<file path="config.mk">
export PLATFORM = sky130hd
export DESIGN_NAME = operand_stack
export DESIGN_NICKNAME = d
export VERILOG_FILES = /design/src/rtl/operand_stack_pkg.sv /design/src/rtl/operand_stack.sv
export SDC_FILE = /design/constraint.sdc
export NUM_CORES = 2
export LEC_CHECK = 0
export BUFFER_PORTS_ARGS = -buffer_cell sky130_fd_sc_hd__buf_2
export CAP_MARGIN = 10
export CORE_ASPECT_RATIO = 2
export CORE_MARGIN = 10
export CORE_UTILIZATION = 51
export CTS_CLUSTER_DIAMETER = 40
export CTS_CLUSTER_SIZE = 14
export DETAILED_ROUTE_END_ITERATION = 6
export GPL_ROUTABILITY_DRIVEN = 0
export PLACE_DENSITY = 0.65
export SLEW_MARGIN = 20
export SYNTH_ARGS = -nofsm -noshare
export SYNTH_HDL_FRONTEND = slang
export SYNTH_SLANG_ARGS = --single-unit
</file>
<file path="constraint.sdc">
create_clock -name clk -period 14.6 [get_ports clk]
set_input_delay 4.38 -clock clk [delete_from_list [all_inputs] [get_ports clk]]
set_output_delay 4.38 -clock clk [all_outputs]
set_load 0.005 [all_outputs]
</file>
<file path="src/rtl/operand_stack_pkg.sv">
// Shared processor package: operand-stack command encodings, ALU op_select
// encodings and small decode helpers used by the stack control logic.
package operand_stack_pkg;

  // Command field width on the stack interface.
  localparam int CMD_W = 3;

  // Stack commands. Code 7 is reserved and executes as a no-op.
  typedef enum logic [CMD_W-1:0] {
    CMD_NOP   = 3'd0,
    CMD_PUSH  = 3'd1,
    CMD_POP   = 3'd2,
    CMD_BINOP = 3'd3,
    CMD_UNOP  = 3'd4,
    CMD_DUP   = 3'd5,
    CMD_SWAP  = 3'd6,
    CMD_RSVD  = 3'd7
  } stack_cmd_t;

  // ALU op_select width and encodings. The ALU consumes tos/nos and returns
  // alu_result, which BINOP/UNOP write back into the stack.
  localparam int ALU_OP_W = 4;

  typedef enum logic [ALU_OP_W-1:0] {
    ALU_ADD  = 4'd0,
    ALU_SUB  = 4'd1,
    ALU_AND  = 4'd2,
    ALU_OR   = 4'd3,
    ALU_XOR  = 4'd4,
    ALU_SHL  = 4'd5,
    ALU_SHR  = 4'd6,
    ALU_NOT  = 4'd7,
    ALU_NEG  = 4'd8,
    ALU_PASS = 4'd9
  } alu_op_t;

  // Minimum number of entries a command needs before it may execute.
  function automatic logic [1:0] cmd_min_count(stack_cmd_t c);
    logic [1:0] need;
    need = 2'd0;
    case (c)
      CMD_POP, CMD_UNOP, CMD_DUP: need = 2'd1;
      CMD_BINOP, CMD_SWAP:        need = 2'd2;
      default:                    need = 2'd0;
    endcase
    return need;
  endfunction

  // True for commands that add an entry and therefore need a free slot.
  function automatic logic cmd_grows(stack_cmd_t c);
    return (c == CMD_PUSH) || (c == CMD_DUP);
  endfunction

endpackage

</file>
<file path="src/rtl/operand_stack.sv">
// Operand stack feeding the ALU. Entries live in a register array indexed
// by the entry count (stack pointer); tos/nos are read combinationally so
// the ALU sees operands with no added latency. Illegal commands are
// suppressed and latch a sticky error flag until reset.
module operand_stack
  import operand_stack_pkg::*;
#(
  parameter int DEPTH = 16,
  parameter int WIDTH = 32
) (
  input  logic                       clk,
  input  logic                       rst,
  input  logic [CMD_W-1:0]           cmd,
  input  logic [WIDTH-1:0]           push_data,
  input  logic [WIDTH-1:0]           alu_result,
  output logic [WIDTH-1:0]           tos,
  output logic [WIDTH-1:0]           nos,
  output logic [$clog2(DEPTH+1)-1:0] count,
  output logic                       empty,
  output logic                       full,
  output logic                       err
);

  localparam int CW = $clog2(DEPTH + 1);
  localparam int AW = (DEPTH > 1) ? $clog2(DEPTH) : 1;
  localparam logic [CW-1:0] ONE   = CW'(1);
  localparam logic [CW-1:0] TWO   = CW'(2);
  localparam logic [CW-1:0] LIMIT = CW'(DEPTH);

  stack_cmd_t      cmd_dec;
  logic [CW-1:0]   count_reg;
  logic            err_reg;
  logic            illegal;
  logic            exec;

  // Slot indices relative to the pointer. They wrap when the stack is
  // empty or full, but are only used when the command is legal, which
  // guarantees they point inside the valid region.
  logic [AW-1:0]   top_idx;
  logic [AW-1:0]   nos_idx;
  logic [AW-1:0]   new_idx;

  logic [WIDTH-1:0] entries [DEPTH];

  assign cmd_dec = stack_cmd_t'(cmd);
  assign top_idx = AW'(count_reg - ONE);
  assign nos_idx = AW'(count_reg - TWO);
  assign new_idx = AW'(count_reg);

  // Error decode: underflow against the command's operand need, or
  // overflow for commands that add an entry.
  always_comb begin
    illegal = 1'b0;
    if (count_reg < CW'(cmd_min_count(cmd_dec))) begin
      illegal = 1'b1;
    end
    if (cmd_grows(cmd_dec) && (count_reg == LIMIT)) begin
      illegal = 1'b1;
    end
    exec = ~illegal;
  end

  // Stack pointer and sticky error update; reset wins over any command.
  always_ff @(posedge clk) begin
    if (rst) begin
      count_reg <= '0;
      err_reg   <= 1'b0;
    end else if (illegal) begin
      err_reg   <= 1'b1;
    end else begin
      case (cmd_dec)
        CMD_PUSH, CMD_DUP:  count_reg <= count_reg + ONE;
        CMD_POP, CMD_BINOP: count_reg <= count_reg - ONE;
        default:            count_reg <= count_reg;
      endcase
    end
  end

  // Per-slot storage. Each slot decides independently whether this cycle's
  // command targets it, which keeps SWAP (two slots written) and BINOP
  // (result lands in the old NOS slot) straightforward.
  genvar gi;
  generate
    for (gi = 0; gi < DEPTH; gi++) begin : g_entry
      logic [WIDTH-1:0] entry_reg;
      logic             we;
      logic [WIDTH-1:0] wd;
      logic             is_top;
      logic             is_nos;
      logic             is_new;

      assign is_top = (AW'(gi) == top_idx);
      assign is_nos = (AW'(gi) == nos_idx);
      assign is_new = (AW'(gi) == new_idx);

      // Select whether and what this slot captures for the current command.
      always_comb begin
        we = 1'b0;
        wd = entry_reg;
        if (exec) begin
          case (cmd_dec)
            CMD_PUSH: begin
              we = is_new;
              wd = push_data;
            end
            CMD_DUP: begin
              we = is_new;
              wd = tos;
            end
            CMD_UNOP: begin
              we = is_top;
              wd = alu_result;
            end
            CMD_BINOP: begin
              we = is_nos;
              wd = alu_result;
            end
            CMD_SWAP: begin
              we = is_top | is_nos;
              wd = is_top ? nos : tos;
            end
            default: begin
              we = 1'b0;
              wd = entry_reg;
            end
          endcase
        end
      end

      // Slot register; contents need no reset since count hides stale data.
      always_ff @(posedge clk) begin
        if (!rst && we) begin
          entry_reg <= wd;
        end
      end

      assign entries[gi] = entry_reg;
    end
  endgenerate

  // Operand views are masked so stale slots above count never leak out.
  assign tos   = (count_reg == '0) ? '0 : entries[top_idx];
  assign nos   = (count_reg < TWO) ? '0 : entries[nos_idx];
  assign count = count_reg;
  assign empty = (count_reg == '0);
  assign full  = (count_reg == LIMIT);
  assign err   = err_reg;

endmodule
</file>
-- Word-level counts from Yosys, hierarchy flattened
Cells that the tools add are included.
- add/sub/neg operators: 3
- $lt $le $gt $ge: 4
- equality and inequality tests: 52
- multiplexer cells: 76
- bitwise gates (word level): 19
- reduce and logical (&&, ||, !) cells: 47
- operators by type and width (kind ; count):
    $pmux 32 s4 ; 16
    $mux 32 ; 22
    $bmux 32 s4 ; 2
    $eq 4x4->1 const A ; 24
    $pmux 1 s4 ; 16
    $eq 3x4->1 const A ; 12
    $reduce_and 3->1 ; 16
    $eq 2x4->1 const A ; 6
    $mux 1 ; 18
    $logic_and 1x1->1 ; 17
    $or 1x1->1 ; 16
    $eq 1x4->1 const A ; 3
    $logic_not 4->1 ; 3
    $ge 5x5->1 const B ; 2
    $not 4->5 ; 2
    $pmux 5 s2 ; 1
    $eq 3x3->1 const B ; 3
    $reduce_or 2->1 ; 4
    $eq 3x2->1 const B ; 2
    $add 5x1->5 const B ; 1
    $eq 5x5->1 const B ; 1
    $logic_not 5->1 ; 1
    $lt 5x2->1 ; 1
    $lt 5x2->1 const B ; 1
    other kinds (11) ; 11
- flip-flop bits (word level): 518
- input bits: 69
- output and inout port bits: 72
- word-level logic and storage cells: 219

-- Longest topological paths before layout
- word-level depth: 9
- mapped depth: 12
- depth with buffers taken out: 7

-- Least setup slack after synthesis
OpenSTA, ideal clock, no wires.
- kind: input-to-reg
- start point: input cmd[2]
- end point: register g_entry[0].entry_reg[0] (enable)
- setup time: 0.461 ns
- arrival: 8.013 ns
- data required time: 14.139 ns
- path slack: 6.126 ns
- stages on the path: 9
- buffers on the path: 2
- cells stage by stage: clkbuf_1 > xor2_1 > and2_1 > inv_1 > ha_1 > a211o_1 > a21oi_2 > buf_2 > nor3_1
- longest elaborated chain between the ends: 9
- elaborated cells between the ends (all ways): 22
- those cells by class: order compare: 1; eq/ne: 6; mux: 5; bitwise: 1; reduce/logical: 9
- RTL lines (element ; RTL line ; text):
    start, declared ; operand_stack.sv:13 ; input logic [CMD_W-1:0] cmd,
    $eq 3x3->1, or another cell as far along ; operand_stack_pkg.sv:41, operand_stack_pkg.sv:51, operand_stack.sv:101 ;
    $reduce_or 3->1 / $reduce_or 2->1 (equally long branches) ; operand_stack_pkg.sv:41 ; case (c)
    $pmux 2 s2 ; operand_stack_pkg.sv:41 ;
    $lt 5x2->1 ; operand_stack.sv:54 ; if (count_reg < CW'(cmd_min_count(cmd_dec))) begin
    $mux 1 ; operand_stack.sv:54 ;
    $mux 1 ; operand_stack.sv:57 ; if (cmd_grows(cmd_dec) && (count_reg == LIMIT)) begin
    $mux 1 ; operand_stack.sv:100 ; if (exec) begin
    $logic_and 1x1->1 ; operand_stack.sv:132 ; if (!rst && we) begin
    $reduce_and 3->1 (no line) (*) ; n/a ;
    end signal, assigned ; operand_stack.sv:133 ; entry_reg <= wd;
    end, declared ; operand_stack.sv:85 ; logic [WIDTH-1:0] entry_reg;
Mark *: on every way between the ends. The rest lies on a longest branch, timed or not.
A chain may end at the register's enable or synchronous reset.

-- Worst setup path in the final report
- start point: register count_reg[0] (netlist: count[0])
- end point: output tos[1]
- longest elaborated chain between the ends: 6
- elaborated cells between the ends (all ways): 7
- those cells by class: add/sub: 1; mux: 4; bitwise: 1; reduce/logical: 1
- RTL lines (element ; RTL line ; text):
    start, declared ; operand_stack.sv:31 ; logic [CW-1:0] count_reg;
    start signal, assigned ; operand_stack.sv:72 ; CMD_PUSH, CMD_DUP: count_reg <= count_reg + ONE;
    start signal, assigned ; operand_stack.sv:73 ; CMD_POP, CMD_BINOP: count_reg <= count_reg - ONE;
    start signal, assigned ; operand_stack.sv:74 ; default: count_reg <= count_reg;
    $sub 5x1->5 ; n/a ;
    $not 4->5 (not written as such) ; operand_stack.sv:142 ; assign tos = (count_reg == '0) ? '0 : entries[top_idx];
    $bmux 32 s4 ; operand_stack.sv:142 ;
    $mux 32 (not written as such) (2 in series) ; operand_stack.sv:142 ;
    $mux 32 (*) ; operand_stack.sv:142 ;
    end, declared ; operand_stack.sv:16 ; output logic [WIDTH-1:0] tos,
Mark *: on every way between the ends. The rest lies on a longest branch, timed or not. The select of a mux whose other input is x is not followed.

==> run metrics <==
antenna violations before repair=1; VDD IR max=0.122 mV; All-Layer GR Usage=0.329; Reg-to-Reg Start=count[2]$_SDFFE_PP0P_; setup slack, reg-to-reg=9.52 ns; Final Hold Vio Count=0; met3 Use GR=0.0755; clk_skew=0.0326 ns; CTS Hold Bufs=0; Detailed Routing Iterations Pass 1=7; H-tree Lvls=2; core area=62800 µm²; Syn Nets=2565; I/O pins=141; Largest register FFs=512; share of layout cells above drive strength 1=0.296; met1 Use GR=0.373; Worst path slowest cell=buf_4; Worst Path Arrival=5.10 ns; Remaining DRCs=17; DR iter-0 viols=4071; R2R depth=9; pin count of the biggest net entering global routing=65; GR peak layer=met2; fmax=105 MHz; most used cell, CP=mux4_2; Period minus WS final=9.48 ns; Hold Path End=err$_SDFFE_PP0P_; hold_sp=err$_SDFFE_PP0P_; total grt overflow=0; Starting Density=0.514; EDFF count, synth=512; WL per Instance=37.2 µm; Worst Setup Path Type=flip-flop to primary output; Die Span Y=376 µm; Crit. End Element=primary output; register area share after synthesis=0.480; Clk Latency, worst-skew pair=0.62 ns; status=finished with violations; slowest cell delay on critical path=0.84 ns; Worst Path Buf+Inv=3; met2 usage=0.526; unrepaired setup endpoints after global routing=false; critical path, cell by cell=inv_1 -> ha_4 -> buf_4 -> mux4_2 -> mux4_2 -> nor2b_1 -> buf_2; # nets final=2594; actual slew at the worst max-slew pin=1.19 ns; dpl hpwl=71100 µm; die width=198 µm; worst-case clock buffer depth=3; max_cap viols=0; vias in the first global route=25700; via-per-instance ratio=7.70; CTS tree=done; critical path peak fanout=44; worst rel slew slack=0.210; CTS Root Cell=clkbuf_16; area of the die=74300 µm²; Row Count=130; dominant synthesized flop cell=edfxtp_1; DRT Wirelength=124000 µm; clock buffer count from CTS=50; Synth Instances=2486; most frequent cells in the layout=nand2_1, a22oi_1, edfxtp_1; first-pass GRT wire length=176000 µm; worst min path class=flip-flop to flip-flop; cell family with most CP delay=buffers and inverters; Via Count=25600; area post-placement=33900 µm²; Hold Path Cell Cnt=1; Port-buffer cells=140; ant diodes=0; mean post-synth cell area=13.0 µm²; count of pins over their slew limit=0; Finished Cell Area=35500 µm²; ys async rst share=0; Cell Pwr Density=147 nW/µm²; CP Launch Type=flip-flop; Netlist cell types=49; period utilisation layout=0.650; setup violators final=0; CTS resizes=0; clock tree sinks=518; Area growth syn-to-layout=10.1%; Routed Antenna Nets=0; #FFs+latches synth=518; Lkg Pwr=0.0126 µW; Yosys Warn Count=0; failing checks=DRC; clk slew on worst S/H paths=0.06 ns; Post CTS Setup Buffer Count=0; synthesized area=32300 µm²; CP Data Required Time=10.22 ns; setup TNS=0 ns; reg2reg end=g_entry[13].entry_reg[26]$_DFFE_PP_
==> cell usage after synthesis, types with 6 or more instances <==
| cell | count | share of area |
|---|---|---|
| a21oi_1 | 8 | 0.0012 |
| a222oi_1 | 12 | 0.0037 |
| a22oi_1 | 514 | 0.12 |
| a22oi_2 | 30 | 0.012 |
| a31oi_1 | 17 | 0.0033 |
| and2_1 | 43 | 0.0083 |
| and3_1 | 7 | 0.0014 |
| buf_1 | 10 | 0.0012 |
| buf_2 | 93 | 0.014 |
| buf_4 | 11 | 0.0026 |
| buf_6 | 31 | 0.011 |
| clkbuf_1 | 151 | 0.018 |
| dfxtp_1 | 6 | 0.0037 |
| edfxtp_1 | 512 | 0.48 |
| ha_1 | 10 | 0.0039 |
| mux2i_1 | 70 | 0.022 |
| mux2i_2 | 27 | 0.012 |
| mux4_2 | 284 | 0.20 |
| nand2_1 | 514 | 0.060 |
| nor2_1 | 11 | 0.0013 |
| nor2b_1 | 36 | 0.0070 |
| nor3_1 | 33 | 0.0051 |
==> logic make-up (layout without fill, tap and decap cells) <==
logic type,Yosys count,after routing,synth area share
AND/OR/NAND/NOR,665,665,0.0873
XOR/XNOR,8,8,0.00217
flip-flops,518,518,0.480
buffers and inverters,301,355,0.0471
multiplexers,385,385,0.235
AO/OA/AOI/OAI,599,599,0.144
adder cells (fa/ha/maj),10,10,0.00388
==> cell type report <==
| type | instances | area, µm² |
|---|---|---|
| Clock inverter | 21 | 210 |
| Fill cell | 5135 | 27300 |
| Multi-Input combinational cell | 1667 | 15800 |
| Timing Repair Buffer | 273 | 1700 |
| Tap cell | 792 | 991 |
| Inverter | 5 | 18.8 |
| Sequential cell | 518 | 15500 |
| Clock buffer | 56 | 1290 |
==> power by group <==
group	switching, µW	internal (µW)	leakage [µW]	total (µW)
Combinational	1430	772	0.00716	2200
Sequential	26.8	1720	0.00470	1750
Clock	603	674	0.000728	1280
Total	2060	3160	0.0126	5220
==> stage by stage <==
step	util	hold WS, ns	instances	total power (µW)	setup slack [ns]
global route	0.565	0.506	3332	5390	4.81
finish	0.565	0.483	3332	5220	5.12
global placement	0.539	0.463	3239	3880	5.58
detailed placement	0.540	0.472	3244	3930	5.51
floorplan	-	0.482	2486	3360	6.13
CTS	0.564	0.487	3321	5190	4.89
==> per-layer routing <==
| layer | share of wire | wire length (µm) |
|---|---|---|
| met1 | 0.31 | 38300 |
| met2 | 0.47 | 58200 |
| met3 | 0.13 | 15800 |
| met4 | 0.095 | 11700 |
| met5 | 0.00014 | 17 |
==> worst max path at each step <==
stage | startpoint | to | depth (start not counted)
after detailed placement | count[0]$_SDFFE_PP0P_ | tos[20] | 7
after global placement | count[0]$_SDFFE_PP0P_ | tos[20] | 7
after CTS | count[0]$_SDFFE_PP0P_ | tos[20] | 7
after global routing | count[0]$_SDFFE_PP0P_ | tos[1] | 7
after floorplan | cmd[2] | g_entry[0].entry_reg[0]$_DFFE_PP_ | 9
final | count[0]$_SDFFE_PP0P_ | tos[1] | 7
Note: power is estimated with default switching activity, not from simulation.
